[config.mk]
export PLATFORM = sky130hd
export DESIGN_NAME = modinv_2539
export DESIGN_NICKNAME = d
export VERILOG_FILES = /design/src/rtl/modinv_2539.sv
export SDC_FILE = /design/constraint.sdc
export NUM_CORES = 1
export LEC_CHECK = 0
export ABC_CLOCK_PERIOD_IN_PS = 20100
export CORE_ASPECT_RATIO = 0.6
export CORE_MARGIN = 3
export CORE_UTILIZATION = 50
export CTS_CLUSTER_DIAMETER = 30
export CTS_CLUSTER_SIZE = 30
export DETAILED_ROUTE_END_ITERATION = 12
export PLACE_DENSITY = 0.71
export SYNTH_ARGS = -nofsm -noshare
export SYNTH_HDL_FRONTEND = slang
export SYNTH_SLANG_ARGS = --single-unit
[constraint.sdc]
create_clock -name clk -period 20.1 [get_ports clk]
set_clock_uncertainty 0.2 [all_clocks]
set_input_delay 5.025 -clock clk [delete_from_list [all_inputs] [get_ports clk]]
set_output_delay 5.025 -clock clk [all_outputs]
set_load 0.01 [all_outputs]
[src/rtl/modinv_2539.sv]
// Modular inverse over GF(2539): a^(Q-2) mod Q by left-to-right
// square-and-multiply around a single Barrett-reduced multiplier.

module modinv_2539_modmul #(
  parameter int unsigned Q  = 2539,
  parameter int unsigned MU = 6607
) (
  input  logic [11:0] a_i,
  input  logic [11:0] b_i,
  output logic [11:0] r_o
);

  logic [23:0] p;
  logic [24:0] tm;
  logic [12:0] t;
  logic [23:0] tq;
  logic [13:0] r0;
  logic [13:0] r1;
  logic [13:0] r2;

  // quotient estimate undershoots by at most 2, so r0 < 3Q
  always_comb begin
    p  = 24'(a_i) * 24'(b_i);
    tm = 25'(p >> 12) * 25'(MU);
    t  = 13'(tm >> 12);
    tq = 24'(t) * 24'(Q);
    r0 = 14'(p - tq);
    r1 = (r0 >= 14'(Q)) ? r0 - 14'(Q) : r0;
    r2 = (r1 >= 14'(Q)) ? r1 - 14'(Q) : r1;
    r_o = 12'(r2);
  end

endmodule

module modinv_2539 #(
  parameter int unsigned Q   = 2539,
  parameter int unsigned MU  = 6607,
  parameter logic [11:0] EXP = 12'd2537
) (
  input  logic        clk,
  input  logic        rst_n,
  input  logic        in_valid,
  output logic        in_ready,
  input  logic [11:0] din_a,
  output logic        out_valid,
  input  logic        out_ready,
  output logic [11:0] dout_r,
  output logic        dout_err
);

  typedef enum logic [1:0] {
    IDLE,
    SQR,
    MUL,
    DONE
  } state_t;

  state_t      state_q, state_d;
  logic [11:0] a_q, a_d;
  logic [11:0] acc_q, acc_d;
  logic [3:0]  idx_q, idx_d;
  logic        zero_q, zero_d;
  logic [11:0] dout_r_q, dout_r_d;
  logic        dout_err_q, dout_err_d;

  logic [11:0] din_red;
  logic [11:0] mul_b;
  logic [11:0] prod;

  assign din_red = (din_a >= 12'(Q)) ? din_a - 12'(Q) : din_a;
  assign mul_b   = (state_q == MUL) ? a_q : acc_q;

  modinv_2539_modmul #(
    .Q  (Q),
    .MU (MU)
  ) u_mm (
    .a_i (acc_q),
    .b_i (mul_b),
    .r_o (prod)
  );

  always_comb begin
    state_d    = state_q;
    a_d        = a_q;
    acc_d      = acc_q;
    idx_d      = idx_q;
    zero_d     = zero_q;
    dout_r_d   = dout_r_q;
    dout_err_d = dout_err_q;
    unique case (state_q)
      IDLE: begin
        if (in_valid) begin
          a_d     = din_red;
          acc_d   = din_red;
          idx_d   = 4'd10;
          zero_d  = (din_red == 12'd0);
          state_d = SQR;
        end
      end
      SQR: begin
        acc_d = prod;
        if (EXP[idx_q]) begin
          state_d = MUL;
        end else if (idx_q == 4'd0) begin
          state_d    = DONE;
          dout_r_d   = prod;
          dout_err_d = zero_q;
        end else begin
          idx_d = idx_q - 4'd1;
        end
      end
      MUL: begin
        acc_d = prod;
        if (idx_q == 4'd0) begin
          state_d    = DONE;
          dout_r_d   = prod;
          dout_err_d = zero_q;
        end else begin
          idx_d   = idx_q - 4'd1;
          state_d = SQR;
        end
      end
      DONE: begin
        if (out_ready) state_d = IDLE;
      end
      default: state_d = IDLE;
    endcase
  end

  always_ff @(posedge clk or negedge rst_n) begin
    if (!rst_n) begin
      state_q    <= IDLE;
      a_q        <= 12'd0;
      acc_q      <= 12'd0;
      idx_q      <= 4'd10;
      zero_q     <= 1'b0;
      dout_r_q   <= 12'd0;
      dout_err_q <= 1'b0;
    end else begin
      state_q    <= state_d;
      a_q        <= a_d;
      acc_q      <= acc_d;
      idx_q      <= idx_d;
      zero_q     <= zero_d;
      dout_r_q   <= dout_r_d;
      dout_err_q <= dout_err_d;
    end
  end

  assign in_ready  = (state_q == IDLE);
  assign out_valid = (state_q == DONE);
  assign dout_r    = dout_r_q;
  assign dout_err  = dout_err_q;

endmodule

==> results.py, run 1 <==
metrics = {
    "cts": {
        "numClockSinks": 44,
        "cts_post_setup_buffers_inserted": 0,
        "cts_max_level": 2,
        "clockRootBuffer": "clkbuf_16",
        "cts_resized": 0,
        "cts_tree": "built",
        "clock_latency_ns": 0.30,
        "postCtsHoldBufs": 0,
        "clk_pin_slew_worst_paths_ns": 0.07,
        "cts_made_buffers": 5,
        "cts_max_path_buffers": 2,
    },
    "placed_design": {
        "hpwl_mm": 26.6,
        "port_buffers": 30,
        "place_ws_ns": 0.832,
        "place_congestion": 0.902,
    },
    "critical_path": {
        "worst-path-buf-inv": 9,
        "cpLargestDelayFamily": "adder cells",
        "crit_path_end_kind": "flip-flop",
        "path_class": "flip-flop to flip-flop",
        "arrival_ns": 18.85,
        "crit_required_ns": 20.07,
        "rrSetupSlack_ns": 1.22,
        "rr_endpoint": "acc_q[2]",
        "cp_slowest_cell": "fa_1",
        "r2r-start": "state_q[0]",
        "cpPeakStageDelay_ns": 0.61,
        "cp-start-kind": "flip-flop",
        "cpMostUsedCell": "fa_1",
        "critPathMaxFanout": 15,
        "reg2reg_depth": 66,
    },
    "timing": {
        "tns_ns": 0,
        "hold_viol": 0,
        "timing.fmax_mhz": 53.0,
        "hold_ws_ns": 0.280,
        "maxSlewHeadroom": 0.345,
        "slew_viol_final": 0,
        "worst_pin_slew_ns": 0.982,
        "layout_min_cycle_time_ns": 18.88,
        "finalSetupViolations": 0,
        "rsz0062_at_grt": "false",
        "fin_ws_ns": 1.22,
        "timing.final.crit_share": 0.939,
    },
    "yosys": {
        "synth_edf_count": 0,
        "synth.ff_latch_count": 44,
        "synth_top_area_frac": 0.296,
        "async_reset_ff_frac": 1.00,
        "yosysMostFrequentCell": "inv_1",
        "seq_area_frac_synth": 0.0832,
        "synth_area_leaders": "fa_1 30%, ha_1 18%, inv_1 9.5%, dfrtp_1 7.9%, xnor2_1 4.3%",
        "syn_avg_cell_area_um2": 8.78,
        "synth_ff_type": "dfrtp_1",
        "syn-num-nets": 1918,
        "synth_commonest_cells": "337 x inv_1, 196 x fa_1, 195 x ha_1",
        "ys.warnings.count": 0,
        "yosysTopAreaCell": "fa_1",
        "postSynthCellCount": 1511,
        "yosysUniqueCellTypes": 71,
        "syn_area_um2": 13300,
    },
    "global_route": {
        "grt_pass1_wl_mm": 51.9,
        "grtUsageTotal": 0.223,
        "grt-ovfl-total": 0,
        "grt_pass1_vias": 9966,
        "grt_antenna_before_repair": 0,
        "grt_max_degree": 45,
    },
    "drt": {
        "viasPerCell": 5.45,
        "post-route-drc-count": 0,
        "ant_nets": 0,
        "vias": 10100,
        "drt-pass1-iter-count": 5,
        "drt-total-wl_mm": 30.7,
        "drt-initial-drc-count": 707,
        "wl_per_cell_um": 16.5,
    },
    "run_status": {
        "status": "complete, no violations",
    },
    "die": {
        "io_pins": 31,
        "core_area_um2": 25700,
        "die_h_um": 132,
        "die-area_um2": 28600,
        "die_x_um": 216,
        "rows": 45,
        "initial_core_util": 0.517,
    },
    "job": {
        "maxCapViolations": 0,
    },
    "hold_path": {
        "min_from": "dout_r[10]",
        "hold_path_end": "dout_r[10]",
        "hold_path_class": "flip-flop to flip-flop",
        "holdPathStages": 2,
    },
    "layout": {
        "syn2layout_area_growth_pct": 6.00,
        "n_antenna_cell": 0,
        "nets": 1915,
        "drive_gt1_frac": 0.0451,
        "fin_util": 0.548,
    },
}
## kinds of logic (layout without fill, tap and decap cells)
logic type	count (synthesis)	count (layout)	share of synthesized area
AOI/OAI and AO/OA	218	218	0.108
buffers and inverters	384	382	0.109
muxes	36	36	0.0296
adders and majority gates	391	391	0.480
xor gates and xnor gates	92	92	0.0629
and+or+nand+nor	346	346	0.127
DFF	44	44	0.0832
## registers in the layout (all words and copies together), names as in the netlist
signal    count
a_q          12
acc_q        12
dout_r       12
idx_q         4
state_q       2
dout_err      1
zero_q        1
## layout by cell type, fill, tap and decap left out, drive strengths merged, types with 10 or more instances in the layout
cell	Yosys	final
xnor2	65	65
clkdlybuf4s50	0	29
mux2i	10	10
o21ai	63	63
nor2	70	70
and2	58	58
nand2	132	132
inv	337	337
a21o	15	15
fa	196	196
o21a	12	12
nand3	13	13
ha	195	195
nor3	20	20
xor2	25	25
a31oi	10	10
a21oi	53	53
nor2b	12	12
dfrtp	42	42
mux2	26	26
o21bai	16	16
## how the worst max path moves through the flow
stage	end	cells past startpoint	slack, ns	startpoint
after floorplan	acc_q[2]	70	2.35	state_q[0]
after global placement	acc_q[2]	67	1.32	state_q[0]
after detailed placement	acc_q[2]	67	0.83	state_q[0]
after CTS	acc_q[2]	67	0.69	state_q[0]
after global routing	acc_q[2]	66	0.05	state_q[0]
final	acc_q[2]	66	1.22	state_q[0]
## worst register-to-register path, delay by kind of cell (launching register included)
family          cells  cell delay [ns]
compound gates     28             6.07
xor+xnor            4             1.15
fa+ha+maj          19             8.57
buf+inv             9             0.66
flops               1             0.46
mux                 1             0.47
simple gates        5             1.14
## routing by layer
metal  track usage  part of all wire  vias to the layer above
met3        0.0509             0.089                       18
met5             0                 0                        -
met1         0.373              0.52                     5000
li1              -                 -                     4766
met2         0.296              0.39                      362
met4        0.0175            0.0061                        0
## stage by stage
step | instances | cell area (um2)
after floorplan | 1511 | 13300
after global placement | 1853 | 13900
after detailed placement | 1853 | 13900
after CTS | 1861 | 14000
after global routing | 1861 | 14100
final | 1861 | 14100
## final cells by class
| type | instances | area (um2) |
|---|---|---|
| fillers | 2292 | 11600 |
| multi-input cells | 1083 | 10700 |
| inverters | 337 | 1260 |
| flip-flops and latches | 44 | 1100 |
| well taps | 352 | 440 |
| repair buffers | 37 | 348 |
| clock buffers | 5 | 125 |
| clock inverters | 3 | 42.5 |
Power of run 1 is not shown: default switching activity piles up to over one toggle a cycle in this logic, so the estimate is an artifact.
==> inputs of run 2 (changes only) <==
--- a/config.mk
+++ b/config.mk
@@ -6,13 +6,12 @@
 export NUM_CORES = 1
 export LEC_CHECK = 0
 export ABC_CLOCK_PERIOD_IN_PS = 20100
-export CORE_ASPECT_RATIO = 0.6
 export CORE_MARGIN = 3
 export CORE_UTILIZATION = 50
 export CTS_CLUSTER_DIAMETER = 30
 export CTS_CLUSTER_SIZE = 30
 export DETAILED_ROUTE_END_ITERATION = 12
-export PLACE_DENSITY = 0.71
+export PLACE_DENSITY_LB_ADDON = 0.25
 export SYNTH_ARGS = -nofsm -noshare
 export SYNTH_HDL_FRONTEND = slang
 export SYNTH_SLANG_ARGS = --single-unit
==> run 2 against run 1 <==
  * Register-to-register slack improved by 0.04 ns
  * Core utilization decreased by 0.11 points
  * Via count is 2.8% lower
  * Critical path depth is 1 higher
  * Global-route usage is 1.5 points lower
  * Clock-buffer cell count is the same
  * Critical endpoint unchanged
  * Highest routed layer unchanged
==> results.py, run 2 (synthesized netlist as in run 1, its figures left out) <==
metrics = {
    "global_route": {
        "grt_pass1_vias": 10100,
        "grt_antenna_before_repair": 0,
        "grt-ovfl-total": 0,
        "grtUsageTotal": 0.208,
        "grt_max_degree": 45,
        "grt_pass1_wl_mm": 49.4,
    },
    "critical_path": {
        "crit_required_ns": 20.07,
        "worst-path-buf-inv": 10,
        "arrival_ns": 18.81,
        "reg2reg_depth": 67,
        "critPathMaxFanout": 27,
        "crit_path_end_kind": "flip-flop",
        "path_class": "flip-flop to flip-flop",
        "cpPeakStageDelay_ns": 0.60,
        "cpLargestDelayFamily": "adder cells",
        "rr_endpoint": "acc_q[2]",
        "r2r-start": "state_q[0]",
        "cpMostUsedCell": "fa_1",
        "cp-start-kind": "flip-flop",
        "rrSetupSlack_ns": 1.26,
        "worstSetupPathDepth": 67,
        "cp_slowest_cell": "fa_1",
    },
    "layout": {
        "register_area_um2": 1100,
        "layout.filler_cells": 2366,
        "multi_input_area_um2": 10700,
        "n_antenna_cell": 0,
        "layout_commonest_cell": "inv_1",
        "final_cell_mix": "337 x inv_1, 196 x fa_1, 194 x ha_1, 132 x nand2_1, 69 x nor2_1",
        "nets": 1916,
        "drive_gt1_frac": 0.0444,
        "syn2layout_area_growth_pct": 5.55,
    },
    "timing": {
        "hold_ws_ns": 0.288,
        "layout_min_cycle_time_ns": 18.84,
        "hold_viol": 0,
        "finalSetupViolations": 0,
        "timing.fmax_mhz": 53.1,
        "worst_pin_slew_ns": 0.964,
        "tns_ns": 0,
        "rsz0062_at_grt": "false",
        "slew_viol_final": 0,
        "maxSlewHeadroom": 0.353,
        "timing.final.crit_share": 0.937,
    },
    "die": {
        "die_x_um": 169,
        "io_pins": 31,
        "die_h_um": 169,
        "die-area_um2": 28500,
        "initial_core_util": 0.518,
        "core_area_um2": 25600,
        "rows": 58,
    },
    "drt": {
        "drt-pass1-iter-count": 5,
        "wl_per_cell_um": 15.4,
        "viasPerCell": 5.36,
        "post-route-drc-count": 0,
        "ant_nets": 0,
        "vias": 9866,
        "drt-total-wl_mm": 28.3,
        "drt-initial-drc-count": 437,
    },
    "cts": {
        "numClockSinks": 44,
        "cts_max_path_buffers": 2,
        "clock_latency_ns": 0.29,
        "postCtsHoldBufs": 0,
        "cts_made_buffers": 5,
        "clockRootBuffer": "clkbuf_16",
        "cts_post_setup_buffers_inserted": 0,
        "cts_tree": "built",
        "clk_pin_slew_worst_paths_ns": 0.07,
        "cts_max_level": 2,
        "cts_resized": 0,
    },
    "placed_design": {
        "hpwl_mm": 24.4,
        "port_buffers": 30,
        "place_congestion": 0.905,
    },
    "run_status": {
        "status": "complete, no violations",
    },
    "hold_path": {
        "hold_path_end": "dout_r[7]",
        "min_from": "dout_r[7]",
        "hold_path_class": "flip-flop to flip-flop",
        "holdPathStages": 2,
    },
    "job": {
        "maxCapViolations": 0,
    },
}
## run 2: worst max-delay path by stage
| stage | to | slack [ns] | start |
|---|---|---|---|
| after CTS | acc_q[2] | 0.72 | state_q[0] |
| after detailed placement | acc_q[2] | 0.82 | state_q[0] |
| final | acc_q[2] | 1.26 | state_q[0] |
| after global routing | acc_q[2] | 0.05 | state_q[0] |
| after global placement | acc_q[2] | 1.25 | state_q[0] |
| after floorplan | acc_q[2] | 2.35 | state_q[0] |
## run 2: stage by stage
stage / area [um2] / worst slack [ns] / util / instances
after floorplan: 13300 / 2.35 / - / 1511
after global placement: 13800 / 1.25 / 0.540 / 1832
after detailed placement: 13800 / 0.818 / 0.540 / 1832
after CTS: 14000 / 0.723 / 0.546 / 1840
after global routing: 14000 / 0.0458 / 0.546 / 1840
final: 14000 / 1.26 / 0.546 / 1840
## run 2: cell type report
cell class                      count  share of cell area
Inverter                          337              0.0904
Timing Repair Buffer               38              0.0254
Tap cell                          330              0.0295
Clock buffer                        5             0.00894
Multi-Input combinational cell   1083               0.765
Sequential cell                    44              0.0788
Clock inverter                      3             0.00170
## run 2: tightest hold or removal path, delay by kind of cell (launching register included)
| family | cells | cell delay, ns |
|---|---|---|
| compound gates | 1 | 0.06 |
| flops | 1 | 0.35 |
| simple gates | 1 | 0.05 |
## run 2: layer usage
metal	vias up	share of wire	wire length (um)	GRT usage
met1	4871	0.47	13200	0.297
met2	194	0.49	13700	0.354
met3	30	0.034	954	0.0166
met4	0	0.014	386	0.0317
met5	-	0	0	0
li1	4771	-	-	-
Power of run 2 is left out for the same reason.
==> inputs of run 3 (changes only) <==
--- a/config.mk
+++ b/config.mk
@@ -6,6 +6,7 @@
 export NUM_CORES = 1
 export LEC_CHECK = 0
 export ABC_CLOCK_PERIOD_IN_PS = 20100
+export CORE_ASPECT_RATIO = 1.75
 export CORE_MARGIN = 3
 export CORE_UTILIZATION = 50
 export CTS_CLUSTER_DIAMETER = 30
==> run 3 against run 2 <==
  * Flip-flop and latch count stayed put
  * Wire length is 6.6% higher
  * First-iteration DRC count is 26% lower
  * Worst setup slack better by 0.056 ns
  * Critical endpoint unchanged
==> results.py, run 3 (synthesized netlist as in run 1, its figures left out) <==
metrics = {
    "layout": {
        "layout.filler_cells": 2408,
        "syn2layout_area_growth_pct": 5.75,
        "nets": 1917,
        "layout_commonest_cell": "inv_1",
        "drive_gt1_frac": 0.0457,
        "n_antenna_cell": 0,
        "final_cell_mix": "337 x inv_1, 196 x fa_1, 194 x ha_1, 132 x nand2_1, 69 x nor2_1",
        "fin_area_um2": 14000,
    },
    "die": {
        "rows": 78,
        "die-area_um2": 28600,
        "initial_core_util": 0.509,
        "die_h_um": 221,
        "die_x_um": 129,
        "core_area_um2": 26100,
        "io_pins": 31,
    },
    "critical_path": {
        "cp-start-kind": "flip-flop",
        "cp_slowest_cell": "fa_1",
        "critPathMaxFanout": 20,
        "cpPeakStageDelay_ns": 0.60,
        "crit_required_ns": 20.07,
        "crit_path_end_kind": "flip-flop",
        "cpLargestDelayFamily": "adder cells",
        "cpMostUsedCell": "fa_1",
        "path_class": "flip-flop to flip-flop",
        "worst-path-buf-inv": 10,
        "arrival_ns": 18.75,
    },
    "timing": {
        "maxSlewHeadroom": 0.317,
        "hold_viol": 0,
        "slew_viol_final": 0,
        "finalSetupViolations": 0,
        "rsz0062_at_grt": "false",
        "timing.final.crit_share": 0.935,
        "tns_ns": 0,
        "timing.fmax_mhz": 53.2,
        "worst_pin_slew_ns": 1.02,
        "layout_min_cycle_time_ns": 18.79,
        "hold_ws_ns": 0.296,
    },
    "cts": {
        "cts_tree": "built",
        "clock_latency_ns": 0.29,
        "cts_resized": 0,
        "cts_post_setup_buffers_inserted": 0,
        "cts_max_level": 2,
        "numClockSinks": 44,
        "clockRootBuffer": "clkbuf_16",
        "clk_pin_slew_worst_paths_ns": 0.07,
        "cts_max_path_buffers": 2,
        "postCtsHoldBufs": 0,
        "cts_made_buffers": 5,
    },
    "global_route": {
        "grt_antenna_before_repair": 0,
        "grt-ovfl-total": 0,
        "grt_pass1_vias": 10700,
        "grt_pass1_wl_mm": 51.2,
        "grt_max_degree": 45,
        "grtUsageTotal": 0.221,
    },
    "hold_path": {
        "hold_path_class": "flip-flop to flip-flop",
    },
    "placed_design": {
        "hpwl_mm": 26.4,
        "place_congestion": 0.864,
        "port_buffers": 30,
        "placedInstanceArea_um2": 13800,
    },
    "drt": {
        "drt-pass1-iter-count": 5,
        "drt-initial-drc-count": 325,
        "wl_per_cell_um": 16.5,
        "drt-total-wl_mm": 30.1,
        "post-route-drc-count": 0,
        "ant_nets": 0,
        "vias": 9909,
        "viasPerCell": 5.41,
    },
    "job": {
        "maxCapViolations": 0,
    },
    "run_status": {
        "status": "complete, no violations",
    },
}
-- run 3: changes by cell type in the layout (fill, tap and decap cells not counted), sizes merged --
cell	previous run	this run
clkinvlp	2	0
buf	9	10
bufinv	0	1
clkinv	1	2
-- run 3: final cells by class --
cell class	count	area, um2	share of cell area
timing repair buffer	39	363	0.0259
multi-input combinational	1083	10700	0.764
tap	320	400	0.0286
clock buffer	5	125	0.00892
inverter	337	1260	0.0902
sequential	44	1100	0.0787
clock inverter	3	47.5	0.00339
-- run 3: worst paths after layout --
kind	cells after the start	to	startpoint	slack, ns
hold / removal	2	dout_r[0]	dout_r[0]	0.30
max in group asynchronous	1	acc_q[4]	rst_n	14.35
setup reg to reg	66	acc_q[2]	state_q[0]	1.31
hold reg to reg	2	dout_r[0]	dout_r[0]	0.30
min in group asynchronous	1	idx_q[2]	rst_n	4.70
setup / recovery	66	acc_q[2]	state_q[0]	1.31
-- run 3: worst reg2reg max path, delay by kind of cell, from the launching register on --
family / cells / cell delay (ns)
buf+inv: 10 / 0.88
fa+ha+maj: 19 / 8.65
xor+xnor: 4 / 1.16
mux: 1 / 0.48
simple gates: 5 / 1.34
compound gates: 27 / 5.55
flops: 1 / 0.45
-- run 3: layer usage --
metal,vias up,part of all wire,GRT usage
li1,4770,-,-
met5,-,0,0
met1,4880,0.36,0.234
met2,177,0.58,0.438
met4,0,0.048,0.0936
met3,82,0.015,0.00797
-- run 3: metrics by stage --
| step | utilization | setup WS, ns | instances |
|---|---|---|---|
| 6_report | 0.538 | 1.31 | 1831 |
| 5_1_grt | 0.538 | 0.0278 | 1831 |
| 4_1_cts | 0.538 | 0.925 | 1831 |
| 3_5_place_dp | 0.531 | 0.978 | 1823 |
| 3_3_place_gp | 0.531 | 1.36 | 1823 |
| 2_1_floorplan | - | 2.35 | 1511 |
Power of run 3 is left out for the same reason.
